## config.mk

```make
export PLATFORM = sky130hd
export DESIGN_NAME = aes_pipe_sched
export DESIGN_NICKNAME = d
export VERILOG_FILES = /design/src/rtl/aes_sched_pkg.sv /design/src/rtl/aes_rr_arbiter.sv /design/src/rtl/aes_pipe_sched.sv
export SDC_FILE = /design/constraint.sdc
export NUM_CORES = 1
export LEC_CHECK = 0
export CAP_MARGIN = 20
export CORE_AREA = 2 2 599 601
export CTS_BUF_LIST = sky130_fd_sc_hd__clkbuf_8
export DETAILED_ROUTE_END_ITERATION = 7
export DIE_AREA = 0 0 601 603
export MAX_ROUTING_LAYER = met4
export SYNTH_ARGS = -nofsm -noshare
export SYNTH_HDL_FRONTEND = slang
export SYNTH_HIERARCHICAL = 1
export SYNTH_SLANG_ARGS = --single-unit
export TNS_END_PERCENT = 1
```

## constraint.sdc

```tcl
create_clock -name clk -period 6.54 [get_ports clk]
set_input_delay 1.308 -clock clk [delete_from_list [all_inputs] [get_ports clk]]
set_output_delay 1.308 -clock clk [all_outputs]
set_load 0.02 [all_outputs]
```

## src/rtl/aes_sched_pkg.sv

```systemverilog
// Shared constants and tag-pipe entry type for the AES-128 pipeline scheduler.
// Used by aes_pipe_sched and aes_rr_arbiter.
package aes_sched_pkg;

    localparam int NREQ_DEF    = 4;
    localparam int LATENCY_DEF = 10;

    // Tag field is sized for the widest supported configuration (NREQ <= 256).
    localparam int TAG_W = 8;

    typedef struct packed {
        logic             valid;
        logic [TAG_W-1:0] tag;
    } tag_entry_t;

endpackage

```

## src/rtl/aes_rr_arbiter.sv

```systemverilog
// Round-robin grant selection: searches req upward from ptr with wrap-around,
// returning a one-hot grant and its index. Grants nothing while en is low.
module aes_rr_arbiter
    import aes_sched_pkg::*;
#(
    parameter  int NREQ  = NREQ_DEF,
    localparam int IDX_W = (NREQ > 1) ? $clog2(NREQ) : 1
) (
    input  logic             en,
    input  logic [NREQ-1:0]  req,
    input  logic [IDX_W-1:0] ptr,
    output logic [NREQ-1:0]  gnt,
    output logic [IDX_W-1:0] idx,
    output logic             any
);

    int j;

    // NOTE: every output gets a default before the search loop, so no path
    // through this block leaves a value unassigned and no latch is inferred.
    always_comb begin
        gnt = '0;
        idx = '0;
        any = 1'b0;
        j   = 0;
        for (int i = 0; i < NREQ; i++) begin
            j = int'(ptr) + i;
            if (j >= NREQ) j = j - NREQ;
            if (en && !any && req[j]) begin
                any    = 1'b1;
                idx    = IDX_W'(j);
                gnt[j] = 1'b1;
            end
        end
    end

endmodule

```

## src/rtl/aes_pipe_sched.sv

```systemverilog
// Schedules NREQ requesters onto one pipelined AES-128 core and tracks
// ownership through a LATENCY-deep tag pipe. Optional: AES_SCHED_STATS_EN.
module aes_pipe_sched
    import aes_sched_pkg::*;
#(
    parameter  int NREQ    = NREQ_DEF,
    parameter  int LATENCY = LATENCY_DEF,
    localparam int IDX_W   = (NREQ > 1) ? $clog2(NREQ) : 1
) (
    input  logic                 clk,
    input  logic                 clr_n,
    input  logic [NREQ-1:0]      req_valid,
    output logic [NREQ-1:0]      req_ready,
    input  logic [NREQ*128-1:0]  req_data,
    input  logic [NREQ*128-1:0]  req_key,
    output logic [127:0]         core_din,
    output logic [127:0]         core_key,
    output logic                 core_en,
    input  logic [127:0]         core_dout,
    output logic                 rsp_valid,
    input  logic                 rsp_ready,
    output logic [IDX_W-1:0]     rsp_tag,
    output logic [127:0]         rsp_data,
    output logic                 busy
`ifdef AES_SCHED_STATS_EN
    ,
    output logic [NREQ*32-1:0]   issue_cnt
`endif
);

    tag_entry_t       pipe [LATENCY];
    logic [IDX_W-1:0] ptr;
    logic [IDX_W-1:0] gnt_idx;
    logic [NREQ-1:0]  gnt;
    logic             gnt_any;

    // A held response freezes the core, the tag pipe and the arbiter together.
    assign core_en = clr_n & ~(rsp_valid & ~rsp_ready);

    aes_rr_arbiter #(.NREQ(NREQ)) u_arb (
        .en  (core_en),
        .req (req_valid),
        .ptr (ptr),
        .gnt (gnt),
        .idx (gnt_idx),
        .any (gnt_any)
    );

    assign req_ready = gnt;

    always_comb begin
        core_din = '0;
        core_key = '0;
        if (gnt_any) begin
            core_din = req_data[int'(gnt_idx)*128 +: 128];
            core_key = req_key[int'(gnt_idx)*128 +: 128];
        end
    end

    // NOTE: state registers use non-blocking assignments so the shift below
    // reads every stage's pre-edge value. The pipe is reset in full, not just
    // the valids, because it is tiny and a clean tag keeps rsp_tag at zero.
    always_ff @(posedge clk or negedge clr_n) begin
        if (!clr_n) begin
            for (int i = 0; i < LATENCY; i++) pipe[i] <= '0;
            ptr <= '0;
        end else if (core_en) begin
            pipe[0].valid <= gnt_any;
            pipe[0].tag   <= TAG_W'(gnt_idx);
            for (int i = 1; i < LATENCY; i++) pipe[i] <= pipe[i-1];
            if (gnt_any) ptr <= (int'(gnt_idx) == NREQ - 1) ? '0 : gnt_idx + 1'b1;
        end
    end

    assign rsp_valid = pipe[LATENCY-1].valid;
    assign rsp_tag   = pipe[LATENCY-1].tag[IDX_W-1:0];
    assign rsp_data  = core_dout;

    always_comb begin
        busy = 1'b0;
        for (int i = 0; i < LATENCY; i++) busy = busy | pipe[i].valid;
    end

`ifdef AES_SCHED_STATS_EN
    logic [31:0] cnt [NREQ];

    // A grant is only ever issued to a valid requester, so it is the handshake.
    always_ff @(posedge clk or negedge clr_n) begin
        if (!clr_n) begin
            for (int i = 0; i < NREQ; i++) cnt[i] <= '0;
        end else begin
            for (int i = 0; i < NREQ; i++)
                if (gnt[i]) cnt[i] <= cnt[i] + 32'd1;
        end
    end

    always_comb begin
        issue_cnt = '0;
        for (int i = 0; i < NREQ; i++) issue_cnt[32*i +: 32] = cnt[i];
    end
`endif

endmodule

```

* Yosys cells after proc, flatten, opt, wreduce, memory -nomap -nowiden
Index checks and enable logic that the tools add are counted.
** Cells by class
- $add $sub $neg :: 8
- Multipliers :: 0
- Divide/modulo/power cells :: 0
- Order comparisons :: 12
- Equal/unequal tests :: 1
- Shift-type cells :: 2
- Mux-type cells :: 39
- Bitwise gates (word level) :: 16
- Reductions and logical operators :: 15
** Operators by type and width (count)
- variable part select 512 x 10 -> 128 bit :: 2
- two-way mux 128 bit :: 2
- greater-or-equal comparator 32 x 1 -> 1 bit (second input constant) :: 4
- less-than comparator 32 x 4 -> 1 bit (second input constant) :: 4
- two-way mux 32 bit :: 4
- greater-or-equal comparator 32 x 4 -> 1 bit (second input constant) :: 3
- subtractor 32 x 4 -> 32 bit (second input constant) :: 3
- two-way mux 1 bit :: 16
- two-way mux 4 bit :: 4
- bitwise OR 4 bit :: 3
- logical AND 1 bit :: 11
- two-way mux 2 bit :: 5
- bitwise OR 1 bit :: 9
- binary-select mux 1 bit (select 2 bit) :: 4
- demux 1 bit (select 2 bit) :: 4
- adder 2 x 2 -> 3 bit (second input constant) :: 2
- subtractor 2 x 3 -> 4 bit (second input constant) :: 1
- adder 2 x 1 -> 3 bit (second input constant) :: 1
- greater-or-equal comparator 2 x 3 -> 1 bit (second input constant) :: 1
- zero test 1 bit :: 3
- adder 2 x 1 -> 2 bit (second input constant) :: 1
- bitwise AND 1 bit :: 2
- equality test 2 x 1 -> 1 bit (second input constant) :: 1
- inverter 1 bit :: 2
- AND reduction 2 bit :: 1
** Storage, ports and cells
- Flip-flop bits (word level) :: 32
- Bits in latches :: 0
- Bits in writable memories :: 0
- ROM bits :: 0
- Output and inout bits :: 393
- Memories :: 0

* Longest topological paths before layout
Gate-level depths: netlist (run 1).
- Depth after elaboration :: 21
- Gate-level depth with buffers :: 13

* Hierarchy
Netlist (run 1), hierarchy kept.
** Modules (own cells, without submodules)
- aes_pipe_sched :: times used 1, cells each 1091, area each 10174.8 um^2, sequential area each 800.8 um^2
- aes_rr_arbiter :: times used 1, cells each 76, area each 584.3 um^2, sequential area each 0.0 um^2

* Least setup slack after synthesis (run 1)
OpenSTA, ideal clock, no wires.
- Path kind :: in2out
- Start :: input port rsp_ready
- End :: output port core_key[100]
- Arrival :: 3670 ps
- Path slack :: 1562 ps
- Stages on the path :: 12
- Cells stage by stage :: nor2b_4 -> nand2b_4 -> buf_6 -> inv_2 -> and2_1 -> a22oi_1 -> o2111ai_1 -> o211a_1 -> nand2b_1 -> buf_2 -> buf_2 -> o22ai_1
** On the way
- Longest elaborated chain between the ends :: 20
** RTL lines
- start: declaration :: line aes_pipe_sched.sv:21 : input logic rsp_ready,
- inverter 1 bit * :: line aes_pipe_sched.sv:38 : assign core_en = clr_n & ~(rsp_valid & ~rsp_ready);
- bitwise AND 1 bit * :: line aes_pipe_sched.sv:38
- inverter 1 bit * :: line aes_pipe_sched.sv:38
- bitwise AND 1 bit * :: line aes_pipe_sched.sv:38
- net core_en :: line aes_pipe_sched.sv:18 : output logic core_en,
- logical AND 1 bit :: line aes_rr_arbiter.sv:29 : if (en && !any && req[j]) begin
- two-way mux 1 bit :: line aes_rr_arbiter.sv:29
- zero test 1 bit :: line aes_rr_arbiter.sv:29
- [4 not listed]
- logical AND 1 bit (2 in a row) :: line aes_rr_arbiter.sv:29
- two-way mux 1 bit :: line aes_rr_arbiter.sv:29
- zero test 1 bit :: line aes_rr_arbiter.sv:29
- logical AND 1 bit (2 in a row) :: line aes_rr_arbiter.sv:29
- two-way mux 2 bit * :: line aes_rr_arbiter.sv:29
- net gnt_idx[0] :: line aes_pipe_sched.sv:33 : logic [IDX_W-1:0] gnt_idx;
- variable part select 512 x 10 -> 128 bit * :: line aes_pipe_sched.sv:56 : core_key = req_key[int'(gnt_idx)*128 +: 128];
- two-way mux 128 bit * :: line aes_pipe_sched.sv:54 : if (gnt_any) begin
- end: declaration :: line aes_pipe_sched.sv:17 : output logic [127:0] core_key,
The timed path passes the listed nets; every way through them passes the cells marked *.

* Worst setup path after layout (run 1)
- Start :: input port req_valid[3]
- End :: output port core_din[29]
** On the way
- Longest elaborated chain between the ends :: 19
** RTL lines
- start: declaration :: line aes_pipe_sched.sv:12 : input logic [NREQ-1:0] req_valid,
- binary-select mux 1 bit (select 2 bit) :: line aes_rr_arbiter.sv:29
- two-way mux 1 bit (implied by the code) (2 in a row) :: line aes_rr_arbiter.sv:29
- logical AND 1 bit :: line aes_rr_arbiter.sv:29
- two-way mux 1 bit :: line aes_rr_arbiter.sv:29
- zero test 1 bit :: line aes_rr_arbiter.sv:29
- logical AND 1 bit (2 in a row) :: line aes_rr_arbiter.sv:29
- two-way mux 1 bit :: line aes_rr_arbiter.sv:29
- zero test 1 bit :: line aes_rr_arbiter.sv:29
- logical AND 1 bit (2 in a row) :: line aes_rr_arbiter.sv:29
- two-way mux 1 bit :: line aes_rr_arbiter.sv:29
- zero test 1 bit :: line aes_rr_arbiter.sv:29
- logical AND 1 bit (2 in a row) :: line aes_rr_arbiter.sv:29
- two-way mux 2 bit * :: line aes_rr_arbiter.sv:29
- net gnt_idx[1] :: line aes_pipe_sched.sv:33
- variable part select 512 x 10 -> 128 bit * :: line aes_pipe_sched.sv:55 : core_din = req_data[int'(gnt_idx)*128 +: 128];
- two-way mux 128 bit * :: line aes_pipe_sched.sv:54
- end: declaration :: line aes_pipe_sched.sv:16 : output logic [127:0] core_din,
The timed path passes the listed nets; every way through them passes the cells marked *. The select of a mux whose other input is x is not followed.

==> results of run 1 <==
[cell type report]
| class | count | area, sq um | share of cell area [%] |
|---|---|---|---|
| diodes | 215 | 538 | 1.70 |
| multi-input cells | 880 | 8080 | 25.4 |
| inverters | 5 | 18.8 | 0.0591 |
| flip-flops and latches | 32 | 801 | 2.52 |
| well taps | 4751 | 5940 | 18.7 |
| clock inverters | 3 | 42.5 | 0.134 |
| clock buffers | 5 | 68.8 | 0.217 |
| repair buffers | 1410 | 16200 | 51.2 |
[registers in the layout, summed over array words and instances, names as in the netlist]
register / count
pipe: 27
rsp_valid: 1
ptr: 2
rsp_tag: 2
[metal layers]
layer,GRT usage (%),share of wire [%],up-vias
met3,10.6,15,467
met1,15.9,32,8208
met2,29.9,50,1702
li1,-,-,7055
met4,3.78,3.4,0
met5,-,0,-
[worst max-delay path: stages]
cell and delay (ns):
clkdlybuf4s50_1 0.55, mux4_2 0.58, a221oi_4 0.31, o32a_1 0.22, o21bai_4 0.18, buf_12 0.21
buf_16 0.24, buf_16 0.30, mux2i_4 0.49, o22ai_1 0.23, buf_12 0.18
[repair_timing]
| action | in CTS | in global routing |
|---|---|---|
| endpoints found under the setup margin | 24 | 22 |
| endpoints found under the hold margin | 0 | 0 |
| pin swaps | 0 | 1 |
| gates resized for setup | 23 | 22 |
| hold buffers | 0 | 0 |
[metrics by stage]
step / cells / hold WS (ns) / cell area (sq um) / utilization, % / setup TNS (ns)
floorplan: 1167 / 0.458 / 10800 / - / 0
global placement: 7078 / 0.483 / 30800 / 8.68 / -3.70
detailed placement: 7078 / 0.486 / 30800 / 8.68 / -2.97
CTS: 7086 / 0.500 / 31100 / 8.74 / -0.723
global route: 7267 / 0.514 / 31700 / 8.91 / 0
finish: 7301 / 0.497 / 31700 / 8.93 / 0
[how the worst max path moves through the flow]
| stage | end | cells after the start |
|---|---|---|
| floorplan | core_key[100] | 12 |
| global placement | core_din[29] | 14 |
| detailed placement | core_din[29] | 14 |
| CTS | core_din[25] | 14 |
| global route | core_din[29] | 11 |
| finish | core_din[29] | 11 |
[cells in the mapped netlist, types with 3 or more instances]
cell type / n
mux2i_1: 516
o22ai_1: 257
buf_4: 130
dfrtp_1: 32
buf_2: 31
buf_6: 31
mux2_4: 28
buf_12: 23
clkbuf_1: 21
nand2_1: 17
ha_1: 8
buf_1: 6
a31oi_1: 4
buf_8: 4
clkbuf_4: 4
inv_1: 4
o211ai_1: 4
o31ai_1: 4
nor2_1: 3
nor3_1: 3
o2111ai_1: 3
o21ai_0: 3
[power breakdown]
group          internal [mW]  switching [mW]
clock                  0.113          0.0798
sequential             0.291          0.0609
combinational           6.45            8.35
[cells by family after synthesis]
kind of cell,after synthesis,share of synthesized area (%)
AOI/OAI and AO/OA,283,16.9
adders and majority gates,8,0.930
buffers and inverters,255,20.0
DFF,32,7.44
muxes,550,52.8
and+or+nand+nor,39,1.97
==> impl_metrics.ini, run 1 <==
[outcome]
status = finished clean

[clocking]
cts_sinks = 32
post_cts_buffers = 0
clkTransAtPathRegs_ns = 0.07
cts_tree = yes
clk_latency_ns = 0.29
root_buffer = clkbuf_8
cts_buffers = 5
cts_max_level = 2
cts.path.max_buffers = 2

[place]
portBuffers = 1295
dp_hpwl_um = 301000
pre_cts_slack_ns = -0.413
place_congestion = 0.943

[timing]
skew_ns = 0.00683
tightest_slew_ns = 1.08
rsz0062_at_grt = no
setup_slack_ns = 0.269
relSlewSlack_pct = 28.9
timing.final.max_slew_violations = 0
period_share_pct = 95.9
final-setup-viol-count = 0
period_needed_ns = 6.27
hold_viol_final = 0
fmax_mhz = 159

[synthesis]
synthesis.nets = 2334
synth_edf_count = 0
synth_area_leaders = mux2i_1 48%, o22ai_1 15%, buf_4 9.1%
ys_warn_count = 6
seq_area_frac_synth_pct = 7.44
yosys.area.top_type = mux2i_1
syn_area_sq_um = 10800
synthFlopType = dfrtp_1
synth_cells = 1167
yosysUniqueCellTypes = 45
synth.top_cell.area_share_pct = 48.0
async_flop_share_pct = 100
synth_area_per_cell_sq_um = 9.22
synth-seq-cells = 32

[global_routing]
grt_max_degree = 51
grt_pass1_wl_um = 354000
grt_pass1_vias = 16365
globalRouteTotalUtil_pct = 17.2
overflow = 0
grt_antenna_before_repair = 365

[worst_setup_path]
cp_data_arrival_time_ns = 4.96
rr_worst_depth = 10
end_kind = output pin
worstReg2RegEnd = ptr[1]$_DFFE_PN0P_
timing.rr.start = ptr[1]$_DFFE_PN0P_
crit_type = in2out
critPathLaunchType = input port
worstPathRequired_ns = 5.23
cp-startpoint = req_valid[3]
cp_max_fo = 32
rrSetupSlack_ns = 3.42

[final_layout]
final_cell_mix = 1,050 x clkdlybuf4s50_1, 496 x mux2i_1, 243 x o22ai_1, 239 x buf_12, 118 x buf_4
nFillCells = 41191
final_nets = 3501
syn_to_final_growth_pct = 195
drive_gt1_share_pct = 18.9
mostFrequentLayoutCell = clkdlybuf4s50_1

[power_and_ir_drop]
total_power_mw = 15.4
power_density_nw_per_um2 = 484
p_leak_nw = 9.85
peakVddDrop_uv = 344

[hold_path]
hold_start = pipe[54]$_DFFE_PN0P_
whs_path_depth = 1
hold_end = pipe[54]$_DFFE_PN0P_
hp-class = reg2reg

[routing]
drt_wl_total_um = 315000
drt_iter0_markers = 1272
vias = 17432
first_pass_iters = 7
ant_nets = 0
routedWlPerCell_um = 43.2
via_per_inst = 2.39
drcViolationCount = 0

[die]
die_y_um = 603
pin_count = 1552
core-area_sq_um = 355000
dieArea_sq_um = 362000
start_util_pct = 3.03
dieWidth_um = 601
rows = 219

[run]
drv_cap = 0
(Power assumes the default switching activity.)
==> run 2, diff against run 1 <==
--- a/config.mk
+++ b/config.mk
@@ -6,13 +6,12 @@
 export NUM_CORES = 1
 export LEC_CHECK = 0
 export CAP_MARGIN = 20
-export CORE_AREA = 2 2 599 601
+export CORE_AREA = 2 2 612 614
 export CTS_BUF_LIST = sky130_fd_sc_hd__clkbuf_8
 export DETAILED_ROUTE_END_ITERATION = 7
-export DIE_AREA = 0 0 601 603
+export DIE_AREA = 0 0 614 616
 export MAX_ROUTING_LAYER = met4
 export SYNTH_ARGS = -nofsm -noshare
 export SYNTH_HDL_FRONTEND = slang
-export SYNTH_HIERARCHICAL = 1
 export SYNTH_SLANG_ARGS = --single-unit
 export TNS_END_PERCENT = 1
==> impl_metrics.ini, run 2 <==
[outcome]
status = finished clean

[routing]
via_per_inst = 2.34
drt_wl_total_um = 360000
wl_met2_um = 187000
dr_wl_met3_um = 56700
routedWlPerCell_um = 47.3
dr.max_layer_used = met4
vias = 17772
drcViolationCount = 0
drt_iter0_markers = 1165
first_pass_iters = 5
ant_nets = 0
wl_met1_um = 103000

[worst_setup_path]
cp_max_fo = 37
critPathLaunchType = input port
end_kind = output pin
crit_type = in2out
cp_data_arrival_time_ns = 5.17
worstPathRequired_ns = 5.23

[timing]
skew_ns = 0.00448
period_share_pct = 99.0
hold_viol_final = 0
final-setup-viol-count = 0
timing.final.max_slew_violations = 0
rsz0062_at_grt = no
setup_tns_ns = 0
period_needed_ns = 6.47
setup_slack_ns = 0.0670
fmax_mhz = 154
relSlewSlack_pct = 47.8
fin_hold_ws_ns = 0.470
tightest_slew_ns = 0.784

[global_routing]
grt_pass1_wl_um = 396000
globalRouteTotalUtil_pct = 18.8
grt_pass1_vias = 16327
grt_antenna_before_repair = 539
grt_max_degree = 103
overflow = 0

[synthesis]
synth-seq-cells = 32
async_flop_share_pct = 100
synth_edf_count = 0
synth_area_per_cell_sq_um = 8.51
synth.top_cell.area_share_pct = 50.6
synth_cells = 1196
synth_area_leaders = mux2i_1 51%, o22ai_1 16%, buf_4 9.7%
yosys-top-cells-count = 515 x mux2i_1, 256 x o22ai_1, 131 x buf_4, 93 x nand2_1, 58 x clkbuf_1
synthesis.nets = 2363
seq_area_frac_synth_pct = 7.87
yosysUniqueCellTypes = 33
ys_warn_count = 0
syn_area_sq_um = 10200
synth_most_common_cell = mux2i_1
synthFlopType = dfrtp_1
yosys.area.top_type = mux2i_1

[power_and_ir_drop]
total_power_mw = 13.3
p_leak_nw = 12.4
peakVddDrop_uv = 234
power_density_nw_per_um2 = 423

[final_layout]
nFillCells = 43176
syn_to_final_growth_pct = 208
ff_latch_area_sq_um = 801
final_design_area_no_fill_sq_um = 31400
post-route-util_pct = 8.45
largest_reg_flops = 27
final_cell_mix = 1,062 x clkdlybuf4s50_1, 503 x mux2i_1, 244 x o22ai_1, 188 x buf_12, 185 x buf_4
drive_gt1_share_pct = 17.6
multi_input_area_sq_um = 7700
regMostFlops = pipe
final_nets = 3563
mostFrequentLayoutCell = clkdlybuf4s50_1
fin_cells = 7607

[clocking]
cts_buffers = 5
cts_max_level = 2
clkTransAtPathRegs_ns = 0.07
hold_buffers = 0
cts.path.max_buffers = 2
clk_latency_ns = 0.29
root_buffer = clkbuf_8
cts_tree = yes
cts_sinks = 32

[place]
portBuffers = 1295
place_congestion = 0.871
pre_cts_slack_ns = -0.398
dp_hpwl_um = 343000
placed_cells = 7359
postPlaceCellArea_sq_um = 30500

[die]
pin_count = 1552
dieArea_sq_um = 378000
start_util_pct = 2.74
die_y_um = 616
core-area_sq_um = 371000
dieWidth_um = 614
rows = 224

[run]
drv_cap = 0

[hold_path]
hp-class = reg2reg
run 2: area by class of cell:
class / instances / area share (%)
diodes: 238 / 1.90
clock buffers: 5 / 0.219
clock inverters: 3 / 0.124
inverters: 5 / 0.0598
multi-input cells: 906 / 24.5
flip-flops and latches: 32 / 2.55
well taps: 4972 / 19.8
repair buffers: 1446 / 50.8
run 2: worst max-delay path: stages:
cell and delay (ns):
clkdlybuf4s50_1 0.51, mux4_2 0.61, nor3b_4 0.27, and3_4 0.28, mux2i_4 0.39, buf_12 0.22
buf_16 0.28, mux2i_2 0.45, o22ai_1 0.13, clkdlybuf4s50_1 0.57
run 2: timing repair:
action                                  in CTS  in global routing
gates resized for setup                     25                  9
gates cloned                                 0                  1
pin swaps                                    0                  0
setup buffers                                0                  1
endpoints found under the setup margin      27                 47
run 2: path summary, 6_finish.rpt:
| kind | start | endpoint | slack (ns) | depth (start not counted) |
|---|---|---|---|---|
| max | req_valid[3] | core_din[108] | 0.07 | 10 |
| max in group asynchronous | clr_n | pipe[17]$_DFFE_PN0P_ | 4.40 | 2 |
| min reg2reg | pipe[18]$_DFFE_PN0P_ | pipe[9]$_DFFE_PN0P_ | 0.47 | 2 |
| min in group asynchronous | clr_n | pipe[10]$_DFFE_PN0P_ | 1.35 | 1 |
| max reg2reg | ptr[0]$_DFFE_PN0P_ | ptr[1]$_DFFE_PN0P_ | 2.81 | 10 |
| min | pipe[18]$_DFFE_PN0P_ | pipe[9]$_DFFE_PN0P_ | 0.47 | 2 |
run 2: cell families after synthesis:
| kind of cell | synth area share, % |
|---|---|
| simple gates | 4.38 |
| xor+xnor | 0.0861 |
| buf+inv | 18.4 |
| flops | 7.87 |
| compound gates | 16.8 |
| fa+ha+maj | 0.983 |
| mux | 51.5 |
run 2: power breakdown:
group | internal (mW) | switching [mW] | total [mW] | leakage [nW]
clock network | 0.112 | 0.0808 | 0.192 | 0.0608
logic | 5.41 | 7.30 | 12.7 | 11.9
registers | 0.291 | 0.0809 | 0.372 | 0.410
total | 5.81 | 7.46 | 13.3 | 12.4
run 2: routing by layer:
layer,track usage (%),vias to the layer above
met5,-,-
met3,12.8,733
li1,-,7194
met2,34.6,1840
met4,4.39,0
met1,15.2,8005
